`src/rtl/tri_bus_pkg.sv`:
```
// Shared types and helpers for the tri-state bus arbiter: FSM states,
// default pointer width and the requester data slice selector.
package tri_bus_pkg;

    typedef enum logic [1:0] {
        IDLE  = 2'd0,
        DRIVE = 2'd1,
        TURN  = 2'd2
    } state_e;

    localparam int NUM_REQ_DEF = 4;
    localparam int PTR_W       = $clog2(NUM_REQ_DEF);

    // Upper bounds for the flattened request bus and a single slice.
    localparam int FLAT_MAX  = 1024;
    localparam int SLICE_MAX = 64;

    // Returns requester idx's data; the caller truncates to its DATA_W.
    function automatic logic [SLICE_MAX-1:0] data_slice(
        input logic [FLAT_MAX-1:0] flat,
        input int                  idx,
        input int                  width
    );
        logic [FLAT_MAX-1:0] shifted;
        shifted = flat >> (idx * width);
        return shifted[SLICE_MAX-1:0];
    endfunction

endpackage

```
`src/rtl/tri_bus_arbiter_rr_pick.sv`:
```
// Combinational rotate-priority search: the first set request strictly
// after last_ptr, wrapping modulo NUM_REQ.
module rr_pick #(
    parameter int NUM_REQ = 4,
    parameter int PW      = 2
) (
    input  logic [NUM_REQ-1:0] req,
    input  logic [PW-1:0]      last_ptr,
    output logic               found,
    output logic [PW-1:0]      idx,
    output logic [NUM_REQ-1:0] onehot
);

    // Walk candidates farthest-first so the nearest set request wins last.
    always_comb begin
        logic [PW-1:0] cand_s;
        found  = 1'b0;
        idx    = '0;
        onehot = '0;
        cand_s = '0;
        for (int k = NUM_REQ; k >= 1; k--) begin
            cand_s = PW'((int'(last_ptr) + k) % NUM_REQ);
            if (req[cand_s]) begin
                found = 1'b1;
                idx   = cand_s;
            end else begin
                found = found;
            end
        end
        if (found) begin
            onehot[idx] = 1'b1;
        end else begin
            onehot = '0;
        end
    end

endmodule

```
`src/rtl/tri_bus_arbiter.sv`:
```
// Round-robin single-driver bus stage with bounded bursts, a turnaround
// cycle between owners and charge-retention (held/stale) modelling.
module tri_bus_arbiter
    import tri_bus_pkg::*;
#(
    parameter int NUM_REQ     = 4,
    parameter int DATA_W      = 8,
    parameter int MAX_BURST   = 4,
    parameter int HOLD_CYCLES = 8
) (
    input  logic                      clk,
    input  logic                      reset,
    input  logic [NUM_REQ-1:0]        req,
    input  logic [NUM_REQ*DATA_W-1:0] req_data,
    input  logic [NUM_REQ-1:0]        req_last,
    output logic [NUM_REQ-1:0]        grant,
    output logic [DATA_W-1:0]         bus_data,
    output logic                      bus_en,
    output logic                      bus_valid,
    output logic                      bus_held,
    output logic                      bus_stale,
    output logic                      busy
);

    localparam int PW = $clog2(NUM_REQ);
    localparam int BW = (MAX_BURST > 1) ? $clog2(MAX_BURST) : 1;
    localparam int HW = $clog2(HOLD_CYCLES + 1);

    localparam logic [BW-1:0] BEAT_LAST = BW'(MAX_BURST - 1);
    localparam logic [HW-1:0] HOLD_MAX  = HW'(HOLD_CYCLES);
    localparam logic [PW-1:0] PTR_RESET = PW'(NUM_REQ - 1);

    state_e              state_r,     state_s;
    logic [NUM_REQ-1:0]  grant_r,     grant_s;
    logic [PW-1:0]       gidx_r,      gidx_s;
    logic [PW-1:0]       last_ptr_r,  last_ptr_s;
    logic [BW-1:0]       beat_cnt_r,  beat_cnt_s;
    logic [HW-1:0]       hold_cnt_r,  hold_cnt_s;
    logic [DATA_W-1:0]   bus_data_r,  bus_data_s;
    logic                bus_en_r,    bus_en_s;
    logic                bus_valid_r, bus_valid_s;
    logic                bus_held_r,  bus_held_s;
    logic                bus_stale_r, bus_stale_s;
    logic                busy_r,      busy_s;

    logic                beat_s;
    logic                pick_found_s;
    logic [PW-1:0]       pick_idx_s;
    logic [NUM_REQ-1:0]  pick_onehot_s;
    logic [FLAT_MAX-1:0] flat_s;

    rr_pick #(
        .NUM_REQ (NUM_REQ),
        .PW      (PW)
    ) u_rr_pick (
        .req      (req),
        .last_ptr (last_ptr_r),
        .found    (pick_found_s),
        .idx      (pick_idx_s),
        .onehot   (pick_onehot_s)
    );

    // Widen the request data so the package slice helper can index it.
    always_comb begin
        flat_s = '0;
        flat_s[NUM_REQ*DATA_W-1:0] = req_data;
    end

    // Next-state, beat and hold/charge logic.
    always_comb begin
        state_s    = state_r;
        grant_s    = grant_r;
        gidx_s     = gidx_r;
        last_ptr_s = last_ptr_r;
        beat_cnt_s = beat_cnt_r;
        bus_data_s = bus_data_r;
        beat_s     = 1'b0;

        case (state_r)
            IDLE: begin
                if (pick_found_s) begin
                    grant_s    = pick_onehot_s;
                    gidx_s     = pick_idx_s;
                    beat_cnt_s = '0;
                    state_s    = DRIVE;
                end else begin
                    state_s = IDLE;
                end
            end
            DRIVE: begin
                if (req[gidx_r]) begin
                    beat_s     = 1'b1;
                    bus_data_s = DATA_W'(data_slice(flat_s, int'(gidx_r), DATA_W));
                    beat_cnt_s = beat_cnt_r + BW'(1);
                    if (req_last[gidx_r] || (beat_cnt_r == BEAT_LAST)) begin
                        grant_s    = '0;
                        last_ptr_s = gidx_r;
                        state_s    = TURN;
                    end else begin
                        state_s = DRIVE;
                    end
                end else begin
                    // Owner withdrew: release without a beat.
                    grant_s    = '0;
                    last_ptr_s = gidx_r;
                    state_s    = TURN;
                end
            end
            TURN: begin
                grant_s = '0;
                state_s = IDLE;
            end
            default: begin
                grant_s = '0;
                state_s = IDLE;
            end
        endcase

        // Charge retention: any edge without a beat ages the held value.
        if (beat_s) begin
            hold_cnt_s  = '0;
            bus_stale_s = 1'b0;
        end else begin
            hold_cnt_s  = (hold_cnt_r == HOLD_MAX) ? hold_cnt_r : hold_cnt_r + HW'(1);
            bus_stale_s = bus_stale_r | (hold_cnt_s == HOLD_MAX);
        end

        bus_en_s    = beat_s;
        bus_valid_s = beat_s;
        bus_held_s  = ~beat_s;
        busy_s      = (state_s != IDLE);
    end

    // State and output registers with synchronous active-low reset.
    always_ff @(posedge clk) begin
        if (!reset) begin
            state_r     <= IDLE;
            grant_r     <= '0;
            gidx_r      <= '0;
            last_ptr_r  <= PTR_RESET;
            beat_cnt_r  <= '0;
            hold_cnt_r  <= HOLD_MAX;
            bus_data_r  <= '0;
            bus_en_r    <= 1'b0;
            bus_valid_r <= 1'b0;
            bus_held_r  <= 1'b1;
            bus_stale_r <= 1'b1;
            busy_r      <= 1'b0;
        end else begin
            state_r     <= state_s;
            grant_r     <= grant_s;
            gidx_r      <= gidx_s;
            last_ptr_r  <= last_ptr_s;
            beat_cnt_r  <= beat_cnt_s;
            hold_cnt_r  <= hold_cnt_s;
            bus_data_r  <= bus_data_s;
            bus_en_r    <= bus_en_s;
            bus_valid_r <= bus_valid_s;
            bus_held_r  <= bus_held_s;
            bus_stale_r <= bus_stale_s;
            busy_r      <= busy_s;
        end
    end

    assign grant     = grant_r;
    assign bus_data  = bus_data_r;
    assign bus_en    = bus_en_r;
    assign bus_valid = bus_valid_r;
    assign bus_held  = bus_held_r;
    assign bus_stale = bus_stale_r;
    assign busy      = busy_r;

endmodule
```
`config.mk`:
```
export PLATFORM = sky130hd
export DESIGN_NAME = tri_bus_arbiter
export DESIGN_NICKNAME = d
export VERILOG_FILES = /design/src/rtl/tri_bus_pkg.sv /design/src/rtl/tri_bus_arbiter_rr_pick.sv /design/src/rtl/tri_bus_arbiter.sv
export SDC_FILE = /design/constraint.sdc
export NUM_CORES = 1
export LEC_CHECK = 0
export ABC_AREA = 1
export CAP_MARGIN = 20
export CORE_MARGIN = 3
export CORE_UTILIZATION = 67
export CTS_CLUSTER_DIAMETER = 40
export DETAILED_ROUTE_END_ITERATION = 8
export DONT_BUFFER_PORTS = 1
export GPL_TIMING_DRIVEN = 0
export HOLD_SLACK_MARGIN = 0.05
export PLACE_DENSITY = 0.93
export SYNTH_ARGS = -nofsm -noshare
export SYNTH_HDL_FRONTEND = slang
export SYNTH_SLANG_ARGS = --single-unit
```
`constraint.sdc`:
```
create_clock -name clk -period 2.4 [get_ports clk]
set_input_delay 0.72 -clock clk [delete_from_list [all_inputs] [get_ports clk]]
set_output_delay 0.72 -clock clk [all_outputs]
set_load 0.03 [all_outputs]
```
[Word-level counts from Yosys, hierarchy flattened]
Index checks and enable logic that the tools add are counted.
Cells by class
  add/sub/neg operators: 6
  multiply operators: 0
  div/mod/pow operators: 0
  order comparisons: 7
  equal/unequal tests: 8
  shifts and indexed selects: 1
  muxes and demuxes: 40
  bitwise gates (word level): 3
  reduce and logical (&&, ||, !) cells: 11
Operator list (count)
  $shr 32x5->8: 1
  $mux 2: 10
  $mux 4: 5
  $lt 2x3->1 const B: 6
  $mux 1: 15
  $bmux 1 s2: 6
  $eq 4x4->1 const B: 2
  $pmux 2 s2: 2
  $pmux 4 s2: 1
  $reduce_and 2->1: 4
  $add 2x1->2 const B: 3
  $add 2x2->2 const B: 2
  $add 4x1->4 const B: 1
  $ne 2x2->1 const B: 2
  $reduce_bool 2->1: 2
  $ne 3x3->1 const B: 1
  $reduce_and 3->1: 1
  $demux 1 s2: 1
  $eq 2x1->1 const B: 1
  $eq 2x2->1 const B: 1
  $ge 2x1->1 const B: 1
  $logic_not 2->1: 1
  $ne 2x1->1 const B: 1
  $not 1->1: 2
  4 further kinds: 4
Word-level totals
  bits in registers: 28
  bits in latches: 0
  bits in writable memories: 0
  ROM bits: 0
  input port bits: 42
  output and inout bits: 17
  logic and storage cells: 88
  memories kept: 0

[Longest topological paths before layout]
Gate-level depths: netlist of the first run.
  word-level depth: 13
  mapped depth: 12
  gate-level depth less buffers: 11

[Hierarchy]
A second synthesis of the first run with hierarchy kept.
Unflattened totals
  cell total of the unflattened synthesis: 254
  area total of the unflattened synthesis: 1709.1 um2
By module, submodules not included
  tri_bus_arbiter: times used 1, cells each 190, area each 1381.3 um2, sequential area each 560.5 um2
  rr_pick: times used 1, cells each 64, area each 327.8 um2, sequential area each 0.0 um2

[Worst setup path after synthesis of the first run]
No wires, ideal clock.
  path kind: input -> register
  start point: in req[3]
  end point: reg beat_cnt_r[1]
  library setup time: 0.117 ns
  arrival time: 1.465 ns
  data required time: 2.283 ns
  setup slack: 0.818 ns
  stages on the path: 9
  buffers on the path: 0
  cell sequence: inv_1 -> nand2_1 -> nand2_2 -> and2_4 -> nand2_1 -> nand2_2 -> nand2_2 -> o21ai_0 -> nor2_1
On the way
  cells in the longest elaborated chain, start to end: 8
  elaborated cells on any way between the ends: 17
  classes of those cells: eq/ne: 2; mux: 14; reduce/logical: 1
Ends and longest elaborated chain
  start, declared: RTL line tri_bus_arbiter.sv:13  | input logic [NUM_REQ-1:0] req,
  $bmux 1 s2: RTL line tri_bus_arbiter_rr_pick.sv:23  | if (req[cand_s]) begin
  $mux 1 (not written as such): RTL line tri_bus_arbiter_rr_pick.sv:23
  $mux 1 (4 in series): RTL line tri_bus_arbiter_rr_pick.sv:23
  $ne 2x2->1 (no source line)
  $reduce_and 3->1 (no source line) *
  end signal, assigned: RTL line tri_bus_arbiter.sv:154  | beat_cnt_r <= beat_cnt_s;
  end, declared: RTL line tri_bus_arbiter.sv:37  | logic [BW-1:0] beat_cnt_r, beat_cnt_s;
Mark *: on every way between the ends. The rest lies on a longest branch, timed or not. The select of a mux whose other input is x is not followed.
A chain may end at the register's enable or synchronous reset.

[Worst setup path in the final report of the first run]
  start point: reg bus_valid_r (netlist: bus_valid)
  end point: out bus_valid
RTL lines
  start, declared: RTL line tri_bus_arbiter.sv:41  | logic bus_valid_r, bus_valid_s;
  start signal, assigned: RTL line tri_bus_arbiter.sv:158  | bus_valid_r <= bus_valid_s;
  end, declared: RTL line tri_bus_arbiter.sv:19  | output logic bus_valid,
No word-level cell between the ends.

==> impl_metrics.ini, run 1 <==
[clock_tree]
post_cts_buffers = 0
cts_buffer_depth = 2
ctsResizeCount = 0
clk_latency_ns = 0.33
root_buffer = clkbuf_4
hold_buffers = 0
path_clk_slew_ns = 0.15
cts_made_buffers = 3
cts_tree = done
h-tree-depth = 1
clock_sinks = 28

[timing]
relSlewSlack = 0.721
slew_viol_final = 0
holdWs_ns = 0.507
setup_tns_ns = 0
hold_viol_final = 0
setup_viol = 0
fmax_mhz = 553
worst_clock_skew_ns = 0.0128
timing.final.ws_setup_ns = 0.591
rsz0062_at_grt = false
final.min_clock_period_ns = 1.81
fin_crit_sh = 0.754
tightest_slew_ns = 0.418

[synthesis]
synthTopCellsByArea = dfxtp_1 35%, nand2_1 15%, nor2_1 6.3%
yosysTopAreaCell = dfxtp_1
ys_ff_latch = 28
avgSynthCellArea_um2 = 6.63
yosysSeqAreaShare = 0.347
synth_top_cell_area_share = 0.347
syn_inst = 244
ys_warn_count = 0
synthesis.area_um2 = 1620
synthDistinctLibCells = 29
synth_fp_nets = 289

[global_route]
grt-ovfl-total = 0
grt_pass1_wl_mm = 5.40
antenna_found_initial = 0
grt_pass1_vias = 1324
grt.total_usage = 0.242
grt_max_degree = 17

[cells_and_area]
final_cell_mix = 63 x nand2_1, 28 x dfxtp_1, 27 x nor2_1
drive_above_1_share = 0.149
fillCellCount = 193
final_common_cell = nand2_1
synthToLayoutAreaGrowth_pct = 5.42
n_antenna_cell = 0
final_util = 0.756
nNetsFinal = 294

[critical_path]
cp_slowest_stage_delay_ns = 0.53
cp_top_family = flip-flops
critical_path.cell_chain = buf_4
cp_slowest_cell = dfxtp_1
crit_required_ns = 1.68
cp.arrival_ns = 1.09
crit_buf_inv = 1
crit_type = reg -> out
cp-end-kind = output port
worstSetupStartpointType = flip-flop
crit_fanout = 2

[floorplanning]
row_count = 17
initial_core_util = 0.717
die_y_um = 55.1
fp.dieArea_um2 = 3040
core_um2 = 2250
pin_count = 59
die_x_um = 55.1

[place]
place_ws_ns = 0.715
dpl.hpwl_mm = 2.67
gp_congestion = 0.826
portBuffers = 0

[routing]
wl_per_cell_um = 12.8
wl_mm = 3.54
via_per_inst = 5.59
dr_total_vias = 1543
ant_nets = 0
first_iter_violations = 37
drcViolationCount = 0
first_pass_iters = 4

[power]
vdd_ir_drop_max_mv = 0.934
pwr_density_cell_nw_per_um2 = 1340
leakage_nw = 0.833

[outcome]
status = finished, final reports clean

[min_path]
hold_path.class = reg -> reg

[job]
cap_violations = 0
==> cell families after synthesis <==
| kind of cell | synth area share |
|---|---|
| AOI/OAI and AO/OA | 0.149 |
| buffers and inverters | 0.104 |
| DFF | 0.347 |
| xor gates and xnor gates | 0.0108 |
| adders and majority gates | 0.0232 |
| and+or+nand+nor | 0.366 |
==> cell usage after synthesis <==
| cell | count |
|---|---|
| o22ai_1 | 8 |
| a21oi_1 | 10 |
| buf_2 | 5 |
| nor2_2 | 2 |
| xor2_1 | 2 |
| ha_1 | 3 |
| inv_1 | 20 |
| nand2_4 | 1 |
| or2_2 | 1 |
| nor2_1 | 27 |
| buf_4 | 3 |
| nand3_1 | 18 |
| clkbuf_1 | 3 |
| buf_6 | 1 |
| a21oi_2 | 1 |
| o21ai_1 | 1 |
| o211ai_1 | 2 |
| nand2_2 | 11 |
| and2_1 | 1 |
| inv_2 | 3 |
| nand3_2 | 1 |
| nand3b_1 | 2 |
| nand2_1 | 63 |
| dfxtp_1 | 28 |
| inv_8 | 1 |
| and2_4 | 1 |
| o21ai_2 | 2 |
| nand4_1 | 4 |
| o21ai_0 | 19 |
==> final timing paths <==
path / slack [ns] / cells past startpoint / end / start
min reg2reg: 0.51 / 2 / beat_cnt_r[0]$_SDFFE_PN0P_ / beat_cnt_r[0]$_SDFFE_PN0P_
max reg2reg: 0.82 / 7 / grant[1]$_SDFFE_PN0P_ / gidx_r[1]$_SDFFE_PN0P_
max: 0.59 / 1 / bus_valid / bus_valid$_SDFF_PN0_
min: 0.51 / 2 / beat_cnt_r[0]$_SDFFE_PN0P_ / beat_cnt_r[0]$_SDFFE_PN0P_
==> flip-flops by register name, indices dropped and copies added (netlist names) <==
name / count
busy: 1
state_r: 2
beat_cnt_r: 2
bus_held: 1
bus_valid: 1
bus_stale: 1
last_ptr_r: 2
hold_cnt_r: 4
grant: 4
gidx_r: 2
bus_data: 8
==> per-stage QoR <==
step	power, W	cells	cell area, um2
2_1_floorplan	0.00176	244	1620
3_3_place_gp	0.00194	272	1650
3_5_place_dp	0.00197	272	1650
4_1_cts	0.00228	276	1700
5_1_grt	0.00249	276	1700
6_report	0.00229	276	1700
==> area by class of cell <==
type,instances,area [um2],share of cell area
plain buffers,12,70.1,0.0411
clock buffers,3,22.5,0.0132
clock inverters,1,30.0,0.0176
inverters,24,97.6,0.0573
multi-input cells,180,888,0.521
flip-flops and latches,28,561,0.329
well taps,28,35.0,0.0206
==> tightest hold or removal path, delay by kind of cell (launching register included) <==
kind | cells | cell delay [ns]
simple gates | 1 | 0.07
flops | 1 | 0.35
compound gates | 1 | 0.05
==> routing by layer <==
layer / wire, um / track usage / up-vias / share of wire
met5: 0 / 0 / - / 0
met4: 32 / 0.0607 / 0 / 0.0090
met1: 1610 / 0.309 / 674 / 0.45
met3: 239 / 0.0509 / 4 / 0.067
met2: 1660 / 0.411 / 66 / 0.47
li1: - / - / 799 / -
==> report_power, final <==
part	switching (W)	total (W)	internal [W]
clock network	0.000135	0.000304	0.000169
logic	0.000741	0.00115	0.000407
registers	0.000232	0.000837	0.000605
total	0.00111	0.00229	0.00118
Power figures use the tool's default switching activity.
==> inputs of run 2 (changes only) <==
CORE_UTILIZATION = 62   (was 67)
PLACE_DENSITY = 0.88   (was 0.93)
clock period = 1.7 ns   (was 2.4 ns; I/O delays follow)
==> run 2 against run 1 <==
Cell count is 0.36% lower. Via count is 1.9% lower. Power is 31% higher. Hold slack worse by 0.19 ns. Clock skew is 0.0091 ns lower. Count of clock-buffer cells in the layout stayed put. Largest power group unchanged. Highest routed layer unchanged.
==> impl_metrics.ini, run 2 (synthesis gave the netlist of run 1 again) <==
[outcome]
status = finished, final reports clean

[routing]
drcViolationCount = 0
dr_total_vias = 1514
via_per_inst = 5.51
wl_per_cell_um = 12.4
wl_mm = 3.41
first_pass_iters = 4
ant_nets = 0
first_iter_violations = 58

[cells_and_area]
largest_register_ffs = 8
synthToLayoutAreaGrowth_pct = 3.56
drive_above_1_share = 0.146
regArea_um2 = 561
final_cell_mix = 63 x nand2_1, 28 x dfxtp_1, 27 x nor2_1
nNetsFinal = 294
multi_input_area_um2 = 888
fillCellCount = 228
stdcell_area_um2 = 1670
final_common_cell = nand2_1
n_antenna_cell = 0

[timing]
tightest_slew_ns = 0.429
final.min_clock_period_ns = 1.58
setup_tns_ns = 0
slew_viol_final = 0
relSlewSlack = 0.714
worst_clock_skew_ns = 0.00366
fmax_mhz = 634
rsz0062_at_grt = false
hold_viol_final = 0
fin_crit_sh = 0.928
setup_viol = 0

[clock_tree]
h-tree-depth = 1
cts_tree = done
clk_latency_ns = 0.31
cts_made_buffers = 3
ctsResizeCount = 0
clock_sinks = 28
path_clk_slew_ns = 0.13
post_cts_buffers = 0
hold_buffers = 0
cts_buffer_depth = 2
root_buffer = clkbuf_4

[place]
portBuffers = 0
placed_area_um2 = 1650
dpl.hpwl_mm = 2.63
gp_congestion = 0.804

[global_route]
antenna_found_initial = 0
grt-ovfl-total = 0
grt_max_degree = 15
grt.total_usage = 0.224
grt_pass1_wl_mm = 6.03
grt_pass1_vias = 1456

[min_path]
hold_path.class = in -> reg
hp-start = reset

[critical_path]
crit_type = reg -> out
rr_worst_depth = 7
cp-end-kind = output port
r2r_end = grant[3]$_SDFFE_PN0P_
r2r-start = gidx_r[1]$_SDFFE_PN0P_
critical_path.cell_chain = buf_4
crit_path_end = bus_valid
path_depth = 1
cp.arrival_ns = 1.07
cp_top_family = flip-flops
rrSetupSlack_ns = 0.23
cp_slowest_cell = dfxtp_1
crit_path_start = bus_valid$_SDFF_PN0_
crit_fanout = 2
crit_required_ns = 1.19
cp_slowest_stage_delay_ns = 0.53
crit_buf_inv = 1
worstSetupStartpointType = flip-flop

[power]
vdd_ir_drop_max_mv = 1.27
pwr_density_cell_nw_per_um2 = 1800
leakage_nw = 0.818

[floorplanning]
fp.dieArea_um2 = 3260
initial_core_util = 0.691
die_y_um = 57.1
die_x_um = 57.1
core_um2 = 2340
pin_count = 59
row_count = 17

[job]
cap_violations = 0
-- run 2: layer usage --
| layer | routed length (um) | global-route usage |
|---|---|---|
| met2 | 1560 | 0.380 |
| met5 | 0 | 0 |
| met1 | 1490 | 0.281 |
| met3 | 323 | 0.0566 |
| met4 | 31 | 0.0662 |
-- run 2: layout make-up --
cell class / instances / share of cell area
Multi-Input combinational cell: 180 / 0.531
Sequential cell: 28 / 0.335
Inverter: 24 / 0.0583
Buffer: 12 / 0.0419
Tap cell: 28 / 0.0209
Clock buffer: 3 / 0.0135
-- run 2: worst min-delay path by stage --
stage          depth (start not counted)                         end
4_1_cts                                2  beat_cnt_r[1]$_SDFFE_PN0P_
3_5_place_dp                           2  beat_cnt_r[0]$_SDFFE_PN0P_
2_1_floorplan                          2  beat_cnt_r[0]$_SDFFE_PN0P_
5_1_grt                                2  beat_cnt_r[1]$_SDFFE_PN0P_
6_report                               2  beat_cnt_r[1]$_SDFFE_PN0P_
3_3_place_gp                           2  beat_cnt_r[0]$_SDFFE_PN0P_
-- run 2: where the power goes --
part	total (W)	internal [W]	switching, W	leakage, nW
clock network	0.000255	0.0000829	0.000172	0.0138
registers	0.00118	0.000854	0.000330	0.229
logic	0.00157	0.000571	0.000995	0.575
-- run 2: stage by stage --
| step | setup WS [ns] | hold WS [ns] | power, W | util | cells |
|---|---|---|---|---|---|
| 6_report | 0.123 | 0.321 | 0.00301 | 0.716 | 275 |
| 5_1_grt | 0.0456 | 0.305 | 0.00333 | 0.716 | 275 |
| 4_1_cts | 0.111 | 0.312 | 0.00302 | 0.716 | 275 |
| 3_5_place_dp | 0.247 | 0.488 | 0.00276 | 0.706 | 272 |
| 3_3_place_gp | 0.254 | 0.469 | 0.00273 | 0.706 | 272 |
| 2_1_floorplan | 0.328 | 0.455 | 0.00248 | - | 244 |
